**src/rtl/rob_multi_pkg.sv**
```systemverilog
// Shared reorder-buffer definitions: default depth, tag-width helper,
// branch-direction constants and the retire-decision encoding.
package rob_multi_pkg;

  localparam int ROB_DEPTH = 16;

  // Branch direction values shared by the predicted and resolved flags.
  localparam logic NOT_JUMP = 1'b0;
  localparam logic JUMP     = 1'b1;

  function automatic int tag_w(input int depth);
    return $clog2(depth);
  endfunction

  typedef enum logic [1:0] {
    RET_NONE,
    RET_COMMIT,
    RET_STORE,
    RET_FLUSH
  } retire_e;

endpackage

```
**src/rtl/rob_multi_if.sv**
```systemverilog
// Pipeline-facing bundle of the reorder buffer: allocation, writeback,
// operand lookup, commit, store handshake and flush/redirect.
interface rob_multi_if
  import rob_multi_pkg::*;
#(
    parameter int DEPTH = ROB_DEPTH,
    parameter int XLEN  = 32,
    parameter int REG_W = 5
);
    localparam int TAG_W = tag_w(DEPTH);

    logic             alloc_valid, alloc_ready;
    logic [TAG_W-1:0] alloc_tag;
    logic [REG_W-1:0] alloc_rd;
    logic [XLEN-1:0]  alloc_pc;
    logic             alloc_is_store, alloc_is_br, alloc_pred;

    logic             ex_valid, ex_taken;
    logic [TAG_W-1:0] ex_tag;
    logic [XLEN-1:0]  ex_data, ex_npc;

    logic             slb_valid;
    logic [TAG_W-1:0] slb_tag;
    logic [XLEN-1:0]  slb_data;

    logic [TAG_W-1:0] q0_tag, q1_tag;
    logic             q0_rdy, q1_rdy;
    logic [XLEN-1:0]  q0_data, q1_data;

    logic             cm_valid;
    logic [REG_W-1:0] cm_rd;
    logic [XLEN-1:0]  cm_data;
    logic [TAG_W-1:0] cm_tag;

    logic             st_valid, st_ready;
    logic [TAG_W-1:0] st_tag;

    logic             flush_o;
    logic [XLEN-1:0]  redirect_pc;
    logic [TAG_W:0]   count;

    modport slave (
        input  alloc_valid, alloc_rd, alloc_pc, alloc_is_store, alloc_is_br, alloc_pred,
        input  ex_valid, ex_tag, ex_data, ex_taken, ex_npc,
        input  slb_valid, slb_tag, slb_data,
        input  q0_tag, q1_tag, st_ready,
        output alloc_ready, alloc_tag, q0_rdy, q0_data, q1_rdy, q1_data,
        output cm_valid, cm_rd, cm_data, cm_tag, st_valid, st_tag,
        output flush_o, redirect_pc, count
    );

    modport master (
        output alloc_valid, alloc_rd, alloc_pc, alloc_is_store, alloc_is_br, alloc_pred,
        output ex_valid, ex_tag, ex_data, ex_taken, ex_npc,
        output slb_valid, slb_tag, slb_data,
        output q0_tag, q1_tag, st_ready,
        input  alloc_ready, alloc_tag, q0_rdy, q0_data, q1_rdy, q1_data,
        input  cm_valid, cm_rd, cm_data, cm_tag, st_valid, st_tag,
        input  flush_o, redirect_pc, count
    );

endinterface

```
**src/rtl/rob_multi_fwd_read.sv**
```systemverilog
// One operand-lookup port: entry-file read with same-cycle forwarding from
// the EX and SLB writeback ports (EX has priority).
module rob_fwd_read #(
    parameter int DEPTH = 16,
    parameter int XLEN  = 32,
    parameter int TAG_W = 4
) (
    input  logic [DEPTH-1:0]           i_busy,
    input  logic [DEPTH-1:0]           i_done,
    input  logic [DEPTH-1:0][XLEN-1:0] i_data,
    input  logic [TAG_W-1:0]           i_q_tag,
    input  logic                       i_ex_valid,
    input  logic [TAG_W-1:0]           i_ex_tag,
    input  logic [XLEN-1:0]            i_ex_data,
    input  logic                       i_slb_valid,
    input  logic [TAG_W-1:0]           i_slb_tag,
    input  logic [XLEN-1:0]            i_slb_data,
    output logic                       o_rdy,
    output logic [XLEN-1:0]            o_data
);

    always_comb begin
        // NOTE: every output gets a default before the ifs, so no latch is inferred.
        o_rdy  = i_busy[i_q_tag] && i_done[i_q_tag];
        o_data = i_data[i_q_tag];
        if (i_ex_valid && (i_ex_tag == i_q_tag)) begin
            o_rdy  = 1'b1;
            o_data = i_ex_data;
        end else if (i_slb_valid && (i_slb_tag == i_q_tag)) begin
            o_rdy  = 1'b1;
            o_data = i_slb_data;
        end
    end

endmodule

```
**src/rtl/rob_multi.sv**
```systemverilog
// Parametrised reorder buffer: in-order retire of one entry per cycle, store
// handshake with the SLB, and single-cycle flush on a mispredicted branch.
module rob_multi
  import rob_multi_pkg::*;
#(
    parameter int DEPTH = ROB_DEPTH,
    parameter int XLEN  = 32,
    parameter int REG_W = 5
) (
    input  logic         clk,
    input  logic         rst,
    input  logic         rdy,
    rob_multi_if.slave   bus
);

    localparam int             TAG_W = tag_w(DEPTH);
    localparam logic [TAG_W:0] FULL  = (TAG_W + 1)'(DEPTH);

    logic [DEPTH-1:0]            r_busy, r_done, r_is_store, r_is_br, r_pred, r_taken;
    logic [DEPTH-1:0][REG_W-1:0] r_rd;
    logic [DEPTH-1:0][XLEN-1:0]  r_data, r_npc;
    logic [TAG_W-1:0]            r_head, r_tail;
    logic [TAG_W:0]              r_count;
    logic                        r_flush;
    logic [XLEN-1:0]             r_redirect;

    retire_e w_ret;
    logic    w_alloc, w_retire;

    // Head decision; the instruction pc is carried on the bus but retire never needs it.
    always_comb begin
        w_ret = RET_NONE;
        if (rdy && (r_count != '0) && r_busy[r_head] && r_done[r_head]) begin
            if (r_is_store[r_head])
                w_ret = RET_STORE;
            else if (r_is_br[r_head] && (r_taken[r_head] != r_pred[r_head]))
                w_ret = RET_FLUSH;
            else
                w_ret = RET_COMMIT;
        end
    end

    assign bus.alloc_ready = rdy && (r_count < FULL) && !r_flush;
    assign bus.alloc_tag   = r_tail;
    assign bus.cm_valid    = (w_ret == RET_COMMIT) || (w_ret == RET_FLUSH);
    assign bus.cm_rd       = r_rd[r_head];
    assign bus.cm_data     = r_data[r_head];
    assign bus.cm_tag      = r_head;
    assign bus.st_valid    = (w_ret == RET_STORE);
    assign bus.st_tag      = r_head;
    assign bus.flush_o     = r_flush;
    assign bus.redirect_pc = r_redirect;
    assign bus.count       = r_count;

    assign w_alloc  = bus.alloc_valid && bus.alloc_ready;
    assign w_retire = (w_ret == RET_COMMIT) || (w_ret == RET_STORE && bus.st_ready);

    always_ff @(posedge clk) begin
        // NOTE: state uses non-blocking assignments so every read sees the pre-edge value.
        if (rst) begin
            // NOTE: only busy/pointers are reset; payload fields are qualified by busy and stay unreset.
            r_busy     <= '0;
            r_head     <= '0;
            r_tail     <= '0;
            r_count    <= '0;
            r_flush    <= 1'b0;
            r_redirect <= '0;
        end else if (rdy) begin
            r_flush <= 1'b0;
            if (w_ret == RET_FLUSH) begin
                r_busy     <= '0;
                r_head     <= '0;
                r_tail     <= '0;
                r_count    <= '0;
                r_flush    <= 1'b1;
                r_redirect <= r_npc[r_head];
            end else begin
                if (w_alloc) begin
                    r_busy[r_tail]     <= 1'b1;
                    r_done[r_tail]     <= bus.alloc_is_store;
                    r_is_store[r_tail] <= bus.alloc_is_store;
                    r_is_br[r_tail]    <= bus.alloc_is_br;
                    r_pred[r_tail]     <= bus.alloc_pred;
                    r_taken[r_tail]    <= NOT_JUMP;
                    r_rd[r_tail]       <= bus.alloc_rd;
                    r_tail             <= r_tail + 1'b1;
                end
                if (w_retire) begin
                    r_busy[r_head] <= 1'b0;
                    r_head         <= r_head + 1'b1;
                end
                if (w_alloc && !w_retire)
                    r_count <= r_count + 1'b1;
                else if (!w_alloc && w_retire)
                    r_count <= r_count - 1'b1;

                // SLB first so a same-tag EX writeback overrides it.
                if (!r_flush && bus.slb_valid && r_busy[bus.slb_tag]) begin
                    r_done[bus.slb_tag] <= 1'b1;
                    r_data[bus.slb_tag] <= bus.slb_data;
                end
                if (!r_flush && bus.ex_valid && r_busy[bus.ex_tag]) begin
                    r_done[bus.ex_tag]  <= 1'b1;
                    r_data[bus.ex_tag]  <= bus.ex_data;
                    r_taken[bus.ex_tag] <= bus.ex_taken;
                    r_npc[bus.ex_tag]   <= bus.ex_npc;
                end
            end
        end
    end

    rob_fwd_read #(.DEPTH(DEPTH), .XLEN(XLEN), .TAG_W(TAG_W)) u_fwd_q0 (
        .i_busy(r_busy), .i_done(r_done), .i_data(r_data), .i_q_tag(bus.q0_tag),
        .i_ex_valid(bus.ex_valid), .i_ex_tag(bus.ex_tag), .i_ex_data(bus.ex_data),
        .i_slb_valid(bus.slb_valid), .i_slb_tag(bus.slb_tag), .i_slb_data(bus.slb_data),
        .o_rdy(bus.q0_rdy), .o_data(bus.q0_data)
    );

    rob_fwd_read #(.DEPTH(DEPTH), .XLEN(XLEN), .TAG_W(TAG_W)) u_fwd_q1 (
        .i_busy(r_busy), .i_done(r_done), .i_data(r_data), .i_q_tag(bus.q1_tag),
        .i_ex_valid(bus.ex_valid), .i_ex_tag(bus.ex_tag), .i_ex_data(bus.ex_data),
        .i_slb_valid(bus.slb_valid), .i_slb_tag(bus.slb_tag), .i_slb_data(bus.slb_data),
        .o_rdy(bus.q1_rdy), .o_data(bus.q1_data)
    );

endmodule

```
**src/flat_wrapper.sv**
```systemverilog
// flat-port wrapper written by rule: the top's interface ports become plain ports
module rob_multi_flat import rob_multi_pkg::*;
#(
    parameter int DEPTH = ROB_DEPTH,
    parameter int XLEN  = 32,
    parameter int REG_W = 5
)
  (clk, rst, rdy, bus_alloc_valid, bus_alloc_rd, bus_alloc_pc, bus_alloc_is_store, bus_alloc_is_br, bus_alloc_pred, bus_ex_valid, bus_ex_tag, bus_ex_data, bus_ex_taken, bus_ex_npc, bus_slb_valid, bus_slb_tag, bus_slb_data, bus_q0_tag, bus_q1_tag, bus_st_ready, bus_alloc_ready, bus_alloc_tag, bus_q0_rdy, bus_q0_data, bus_q1_rdy, bus_q1_data, bus_cm_valid, bus_cm_rd, bus_cm_data, bus_cm_tag, bus_st_valid, bus_st_tag, bus_flush_o, bus_redirect_pc, bus_count);
  rob_multi_if #(.DEPTH(DEPTH), .XLEN(XLEN), .REG_W(REG_W)) bus_i ();
  input  logic clk;
  input  logic rst;
  input  logic rdy;
  input wire logic [$bits(bus_i.alloc_valid)-1:0] bus_alloc_valid;
  input wire logic [$bits(bus_i.alloc_rd)-1:0] bus_alloc_rd;
  input wire logic [$bits(bus_i.alloc_pc)-1:0] bus_alloc_pc;
  input wire logic [$bits(bus_i.alloc_is_store)-1:0] bus_alloc_is_store;
  input wire logic [$bits(bus_i.alloc_is_br)-1:0] bus_alloc_is_br;
  input wire logic [$bits(bus_i.alloc_pred)-1:0] bus_alloc_pred;
  input wire logic [$bits(bus_i.ex_valid)-1:0] bus_ex_valid;
  input wire logic [$bits(bus_i.ex_tag)-1:0] bus_ex_tag;
  input wire logic [$bits(bus_i.ex_data)-1:0] bus_ex_data;
  input wire logic [$bits(bus_i.ex_taken)-1:0] bus_ex_taken;
  input wire logic [$bits(bus_i.ex_npc)-1:0] bus_ex_npc;
  input wire logic [$bits(bus_i.slb_valid)-1:0] bus_slb_valid;
  input wire logic [$bits(bus_i.slb_tag)-1:0] bus_slb_tag;
  input wire logic [$bits(bus_i.slb_data)-1:0] bus_slb_data;
  input wire logic [$bits(bus_i.q0_tag)-1:0] bus_q0_tag;
  input wire logic [$bits(bus_i.q1_tag)-1:0] bus_q1_tag;
  input wire logic [$bits(bus_i.st_ready)-1:0] bus_st_ready;
  output wire logic [$bits(bus_i.alloc_ready)-1:0] bus_alloc_ready;
  output wire logic [$bits(bus_i.alloc_tag)-1:0] bus_alloc_tag;
  output wire logic [$bits(bus_i.q0_rdy)-1:0] bus_q0_rdy;
  output wire logic [$bits(bus_i.q0_data)-1:0] bus_q0_data;
  output wire logic [$bits(bus_i.q1_rdy)-1:0] bus_q1_rdy;
  output wire logic [$bits(bus_i.q1_data)-1:0] bus_q1_data;
  output wire logic [$bits(bus_i.cm_valid)-1:0] bus_cm_valid;
  output wire logic [$bits(bus_i.cm_rd)-1:0] bus_cm_rd;
  output wire logic [$bits(bus_i.cm_data)-1:0] bus_cm_data;
  output wire logic [$bits(bus_i.cm_tag)-1:0] bus_cm_tag;
  output wire logic [$bits(bus_i.st_valid)-1:0] bus_st_valid;
  output wire logic [$bits(bus_i.st_tag)-1:0] bus_st_tag;
  output wire logic [$bits(bus_i.flush_o)-1:0] bus_flush_o;
  output wire logic [$bits(bus_i.redirect_pc)-1:0] bus_redirect_pc;
  output wire logic [$bits(bus_i.count)-1:0] bus_count;
  assign bus_i.alloc_valid = bus_alloc_valid;
  assign bus_i.alloc_rd = bus_alloc_rd;
  assign bus_i.alloc_pc = bus_alloc_pc;
  assign bus_i.alloc_is_store = bus_alloc_is_store;
  assign bus_i.alloc_is_br = bus_alloc_is_br;
  assign bus_i.alloc_pred = bus_alloc_pred;
  assign bus_i.ex_valid = bus_ex_valid;
  assign bus_i.ex_tag = bus_ex_tag;
  assign bus_i.ex_data = bus_ex_data;
  assign bus_i.ex_taken = bus_ex_taken;
  assign bus_i.ex_npc = bus_ex_npc;
  assign bus_i.slb_valid = bus_slb_valid;
  assign bus_i.slb_tag = bus_slb_tag;
  assign bus_i.slb_data = bus_slb_data;
  assign bus_i.q0_tag = bus_q0_tag;
  assign bus_i.q1_tag = bus_q1_tag;
  assign bus_i.st_ready = bus_st_ready;
  assign bus_alloc_ready = bus_i.alloc_ready;
  assign bus_alloc_tag = bus_i.alloc_tag;
  assign bus_q0_rdy = bus_i.q0_rdy;
  assign bus_q0_data = bus_i.q0_data;
  assign bus_q1_rdy = bus_i.q1_rdy;
  assign bus_q1_data = bus_i.q1_data;
  assign bus_cm_valid = bus_i.cm_valid;
  assign bus_cm_rd = bus_i.cm_rd;
  assign bus_cm_data = bus_i.cm_data;
  assign bus_cm_tag = bus_i.cm_tag;
  assign bus_st_valid = bus_i.st_valid;
  assign bus_st_tag = bus_i.st_tag;
  assign bus_flush_o = bus_i.flush_o;
  assign bus_redirect_pc = bus_i.redirect_pc;
  assign bus_count = bus_i.count;
  rob_multi #(.DEPTH(DEPTH), .XLEN(XLEN), .REG_W(REG_W)) u_core (.clk(clk), .rst(rst), .rdy(rdy), .bus(bus_i));
endmodule
```
**config.mk**
```make
export PLATFORM = sky130hd
export DESIGN_NAME = rob_multi_flat
export DESIGN_NICKNAME = d
export VERILOG_FILES = /design/src/rtl/rob_multi_pkg.sv /design/src/rtl/rob_multi_if.sv /design/src/rtl/rob_multi_fwd_read.sv /design/src/rtl/rob_multi.sv /design/src/flat_wrapper.sv
export SDC_FILE = /design/constraint.sdc
export NUM_CORES = 2
export LEC_CHECK = 0
export ABC_CLOCK_PERIOD_IN_PS = 16700
export CAP_MARGIN = 0
export CORE_MARGIN = 2
export CORE_UTILIZATION = 38
export CTS_BUF_LIST = sky130_fd_sc_hd__clkbuf_4 sky130_fd_sc_hd__clkbuf_8
export CTS_CLUSTER_DIAMETER = 100
export DETAILED_ROUTE_END_ITERATION = 6
export SLEW_MARGIN = 30
export SYNTH_ARGS = -nofsm -noshare
export SYNTH_HDL_FRONTEND = slang
export SYNTH_SLANG_ARGS = --single-unit
```
**constraint.sdc**
```tcl
create_clock -name clk -period 16.7 [get_ports clk]
set_input_delay 5.01 -clock clk [delete_from_list [all_inputs] [get_ports clk]]
set_output_delay 5.01 -clock clk [all_outputs]
set_load 0.05 [all_outputs]
```
; ---- Word level (Yosys, flattened, before mapping)
; Cells that the tools add are included.
[op_classes]
addsub = 4
magnitude_cmp = 11
eq_ne = 8
mux = 101
n_bitwise = 9
reduce_logical = 40
[op_table]
columns = operator, n
row1 = $mux 512, 5
row2 = $bwmux 512, 3
row3 = $bmux 32 s4, 4
row4 = $mux 16, 20
row5 = $mux 32, 10
row6 = $demux 32 s4, 2
row7 = $bwmux 16, 5
row8 = $bwmux 80, 1
row9 = $bmux 1 s4, 12
row10 = $or 16x16->16, 3
row11 = $and 16x16->16, 2
row12 = $not 16->16, 2
row13 = $lt 4x5->1 const B, 6
row14 = $mux 5, 5
row15 = $logic_and 1x1->1, 24
row16 = $mux 1, 21
row17 = $bmux 5 s4, 1
row18 = $demux 5 s4, 1
row19 = $demux 1 s4, 4
row20 = $eq 4x4->1, 4
row21 = $ge 4x1->1 const B, 4
row22 = $mux 4, 4
row23 = $add 4x1->4 const B, 2
row24 = $reduce_and 2->1, 4
row25 = 15 further kinds, 24
[totals]
register_bits = 1246
input_bits = 160

; ---- Depth between registers and ports, before layout
[logic_depth]
ltp_word = 18
depth_mapped = 20
mapped_depth_nobuf = 15

; ---- By module
; A second synthesis with hierarchy kept.
[hier_totals]
hier_cells = 4926
hier_area_um2 = 69477.9
[by_module_without_submodules]
columns = module, instances, cells_per_inst, area_per_inst_um2, seq_area_each_um2
row1 = rob_multi, 1, 3992, 59040.4, 36795.3
row2 = rob_fwd_read, 2, 467, 5218.8, 0.0

; ---- Worst setup path before layout
; Ideal clock, no wire load.
[synth_timing]
path_kind = in2out
start = input bus_q1_tag[0]
end = output bus_q1_data[0]
arrival_ns = 7.625
setup_slack_ns = 4.065
path_stages = 7
cell_sequence = clkbuf_1 clkbuf_1 buf_2 xor2_1 nor4_2 mux2i_1 o21ai_0
[synth_between]
elab_chain_len = 4
[synth_lines]
columns = item, line
row1 = "start, declared", flat_wrapper.sv:28  ; input wire logic [$bits(bus_i.q1_tag)-1:0] bus_q1_tag;
row2 = $bmux 32 s4 / $eq 4x4->1 (equally long branches), "rob_multi_fwd_read.sv:25, rob_multi_fwd_read.sv:29"
row3 = $mux 32 (not written as such) / $logic_and 1x1->1 (equally long branches), "rob_multi_fwd_read.sv:25, rob_multi_fwd_read.sv:29"
row4 = $mux 32, rob_multi_fwd_read.sv:29  ; end else if (i_slb_valid && (i_slb_tag == i_q_tag)) begin
row5 = $mux 32 *, rob_multi_fwd_read.sv:26  ; if (i_ex_valid && (i_ex_tag == i_q_tag)) begin
row6 = "end, declared", flat_wrapper.sv:35  ; output wire logic [$bits(bus_i.q1_data)-1:0] bus_q1_data;
; Every way passes the cells marked *; elsewhere a longest branch is shown, timed or not. The select of a mux whose other input is x is not followed.

; ---- Final worst setup path
[layout_timing]
start = input bus_slb_tag[0]
end = output bus_q0_data[0]
[layout_between]
elab_chain_len = 4
[layout_lines]
columns = item, line
row1 = "start, declared", flat_wrapper.sv:25  ; input wire logic [$bits(bus_i.slb_tag)-1:0] bus_slb_tag;
row2 = $eq 4x4->1, rob_multi_fwd_read.sv:29
row3 = $logic_and 1x1->1, rob_multi_fwd_read.sv:29
row4 = $mux 32, rob_multi_fwd_read.sv:29
row5 = $mux 32, rob_multi_fwd_read.sv:26
row6 = "end, declared", flat_wrapper.sv:33  ; output wire logic [$bits(bus_i.q0_data)-1:0] bus_q0_data;
; No other way between the ends.

==> results by group <==
STA
  • RSZ-0062 raised after global routing: false
  • Skew final: 0.09374 ns
  • Worst-Margin Slew: 1.065 ns
  • Crit share post-route: 83.48%
  • Final setup fails: 0
  • Setup_tns: 0 ns
  • Rel. slew slack: between 20% and 30%
  • Tmin final: between 10 and 15 ns
  • Hold Vio Cnt, Final: 0
  • Max Freq: 71.73 MHz
  • Max-slew violation count: 0

Layout
  • Area grow syn2layout: 13.72%
  • Fin nets: 4933
  • Util after Layout: 43.37%
  • Share of layout cells above drive strength 1: 24.75%

Yosys
  • Async set-reset flop share out of synthesis: 0%
  • #FFs+latches synth: ~1200
  • Compound-Gate Fraction of Synth Area: 5.890%
  • Post-synth EDFFs: 1184
  • Simple-gate area share of the yosys netlist: 5.032%
  • Syn Inst Count: 4698
  • Predominant post-synthesis flop cell: edfxtp_1
  • Mux cell area share after synthesis: 31.59%
  • Adder-cell share of the synthesized area: less than 1%
  • Average size of a mapped cell: between 10 and 15 um2
  • Mapped Area: 68780 um2
  • Post-Syn Nets: 4872
  • Count of cell types in the netlist: 68
  • Register area share after synthesis: 53.50%
  • Largest family of logic cells by synthesized area: multiplexers
  • Post-synthesis xor/xnor area fraction: 0.3329%
  • Synth warn: 0

Clocking
  • H-tree levels: 4
  • Hold buffer count at cts: 0
  • Cts repair resizes: 0
  • Clk Latency, worst-skew pair: 1.02 ns
  • Number of buffers on the longest clock path: 3
  • CTS tree: yes
  • CTS Sinks: between 1000 and 1500
  • CTS clk-pin slew, worst paths: 0.06 ns
  • CTS root buffer: clkbuf_8
  • Post-CTS setup buffers: 0
  • TritonCTS buffer count: between 200 and 250

Routing
  • 1st-pass router iterations: 6
  • Via Count: 44240
  • Post-route ant nets: 0
  • Initial drt markers: 5140
  • Number of remaining DRC errors: 0
  • Vias per inst: 6.043
  • Total Wirelength: 220400 um
  • Post-DR wirelength/cell: around 30 um

Die
  • Die H: 429.4 um
  • Die Footprint: 184400 um2
  • Die width: 429.4 um
  • # IOs: 316
  • Starting Density: 38.14%
  • Core Box Area: 180400 um2
  • Row Count: 156

Pwr
  • Peak supply drop: 0.08108 mV
  • Lkg Pwr: 27.93 nW
  • PD cells: 92.07 nW/um2

Worst hold path
  • Hold Crit Depth: 2
  • Worst min-delay path class: reg2reg
  • Min-Delay Endpoint: u_core.bus.redirect_pc[7]
  • Beginning of the worst hold path: u_core.bus.redirect_pc[7]

Setup path
  • Reg2Reg Setup Slack: 9.81 ns
  • Cells on worst reg2reg path: 11
  • Data required, critical path: 11.69 ns
  • CP arrival: 8.93 ns
  • R2R Path End: u_core.r_data[433]
  • CP Launch Type: input pin
  • R2r startpoint: u_core.bus.cm_tag[0]
  • CP Class: in2out
  • CP endpoint kind: output port
  • Crit Path Max Fanout: 33

GRT
  • Largest net degree at the start of global routing: about 160
  • Vias in the first global route: 43446
  • GRT Total Usage: 23.44%
  • GRT Residual Overflow: 0
  • Initial antenna violation count: 27
  • Global-route wire length before repair: 313600 um

Job
  • Max-Cap Viols: 0

Placement
  • GP Congestion: approximately 0.82
  • Port Buf Inserts: 283
  • Final HPWL from detailed placement: ~120000 um

Outcome
  • Outcome: finished clean
[state kept, by name, summed over array words and instances (netlist names)]
register / cells
u_core.bus.count: 5
u_core.r_pred: 16
u_core.r_npc: 512
u_core.r_busy: 16
u_core.bus.cm_tag: 4
u_core.r_taken: 16
u_core.r_is_br: 16
u_core.bus.flush_o: 1
u_core.bus.alloc_tag: 4
u_core.r_done: 16
u_core.r_is_store: 16
u_core.r_data: 512
u_core.bus.redirect_pc: 32
u_core.r_rd: 80
[cells by family after synthesis]
group / after synthesis
simple gates: 831
flops: 1246
compound gates: 745
xor+xnor: 24
buf+inv: 543
fa+ha+maj: 14
mux: 1295
[cells in the mapped netlist, drive strengths merged (5+ instances only)]
library cell     n  area, um2
mux2i          594       5946
o31ai           34      269.0
nand2          136      518.0
o21ai           87      435.4
a21oi          569       2859
a311oi          16      140.1
inv             13      48.80
xor2            14      122.6
and2             7      46.30
dfxtp           62       1241
a22oi            6      45.04
nand3           54      282.8
nand4           34      212.7
nor4             5      43.79
mux4           699      15760
ha              13      162.7
o211ai           8      60.06
edfxtp        1184      35550
clkbuf         305       1145
nor2b            9      56.30
buf            224       1132
xnor2           10      106.4
nor2           566       2141
a31oi            6      37.54
[placed cells by master (no fill, tap or decap), types with 7 or more instances in the layout]
| master | synthesis | routed |
|---|---|---|
| a21oi_1 | 568 | 568 |
| a311oi_1 | 16 | 16 |
| buf_12 | 0 | 7 |
| buf_4 | 16 | 80 |
| buf_6 | 7 | 10 |
| clkbuf_4 | 0 | 80 |
| clkbuf_8 | 0 | 233 |
| clkdlybuf4s50_1 | 0 | 273 |
| clkinv_1 | 1 | 42 |
| clkinv_2 | 0 | 18 |
| dfxtp_1 | 62 | 58 |
| diode_2 | 0 | 17 |
| edfxtp_1 | 1184 | 1184 |
| ha_1 | 13 | 13 |
| inv_1 | 11 | 11 |
| mux2i_1 | 594 | 594 |
| mux4_2 | 694 | 694 |
| nand2_1 | 135 | 111 |
| nand2_4 | 1 | 17 |
| nand2_8 | 0 | 8 |
| nand3_1 | 53 | 45 |
| nand3_4 | 1 | 9 |
| nand4_1 | 34 | 34 |
| nor2_1 | 565 | 549 |
| nor2_4 | 0 | 16 |
| nor2b_1 | 9 | 8 |
| o211ai_1 | 8 | 8 |
| o21ai_0 | 28 | 28 |
| o21ai_1 | 59 | 59 |
| o31ai_1 | 33 | 33 |
| xnor2_1 | 9 | 9 |
| xor2_1 | 14 | 13 |
[worst max-delay path by stage]
| stage | slack [ns] | cells after the start | to | startpoint |
|---|---|---|---|---|
| after global routing | 2.61 | 7 | bus_q0_data[2] | bus_slb_tag[0] |
| after detailed placement | 2.68 | 7 | bus_q0_data[2] | bus_slb_tag[0] |
| final | 2.76 | 7 | bus_q0_data[0] | bus_slb_tag[0] |
| after global placement | 2.72 | 7 | bus_q0_data[2] | bus_slb_tag[0] |
| after floorplan | 4.07 | 7 | bus_q1_data[0] | bus_q1_tag[0] |
| after CTS | 2.67 | 7 | bus_q0_data[2] | bus_slb_tag[0] |
[metrics by stage]
stage,power (mW),instances,cell area (um2),hold WS (ns),worst slack [ns]
after global routing,7.425,7318,78210,0.4965,2.610
after floorplan,4.094,4698,68780,0.5180,4.065
after global placement,4.331,6910,73490,0.4615,2.724
after CTS,7.252,7303,78130,0.4786,2.667
after detailed placement,4.346,6912,73640,0.4671,2.681
final,7.201,7321,78210,0.4738,2.759
[critical path: stages]
cell	delay, ns
clkdlybuf4s50_1	1.07
xor2_1	0.21
nor4_4	0.24
buf_4	0.79
mux2i_1	0.16
o21ai_0	0.44
clkdlybuf4s50_1	0.90
[layer usage]
| metal | vias to the layer above | share of wire, % | GRT usage [%] |
|---|---|---|---|
| met5 | - | 0.040 | 0 |
| met4 | 14 | 4.0 | 9.796 |
| met3 | 425 | 7.5 | 3.965 |
| met2 | 2123 | 50 | 38.97 |
| met1 | 22780 | 39 | 30.43 |
| li1 | 18898 | - | - |
[power by group]
group / internal [mW] / leakage, nW / switching [mW]
clock: 1.55 / 2.37 / 1.37
sequential: 3.48 / 11.4 / 0.0489
combinational: 0.303 / 14.2 / 0.451
[final cells by class]
type / count / area [um2]
diodes: 17 / 42.54
multi-input cells: 2909 / 30220
clock buffers: 313 / 3807
well taps: 2370 / 2965
repair buffers: 374 / 3626
clock inverters: 78 / 686.9
flip-flops and latches: 1246 / 36810
fillers: 16340 / 102100
inverters: 14 / 60.06
(Power assumes the default switching activity.)
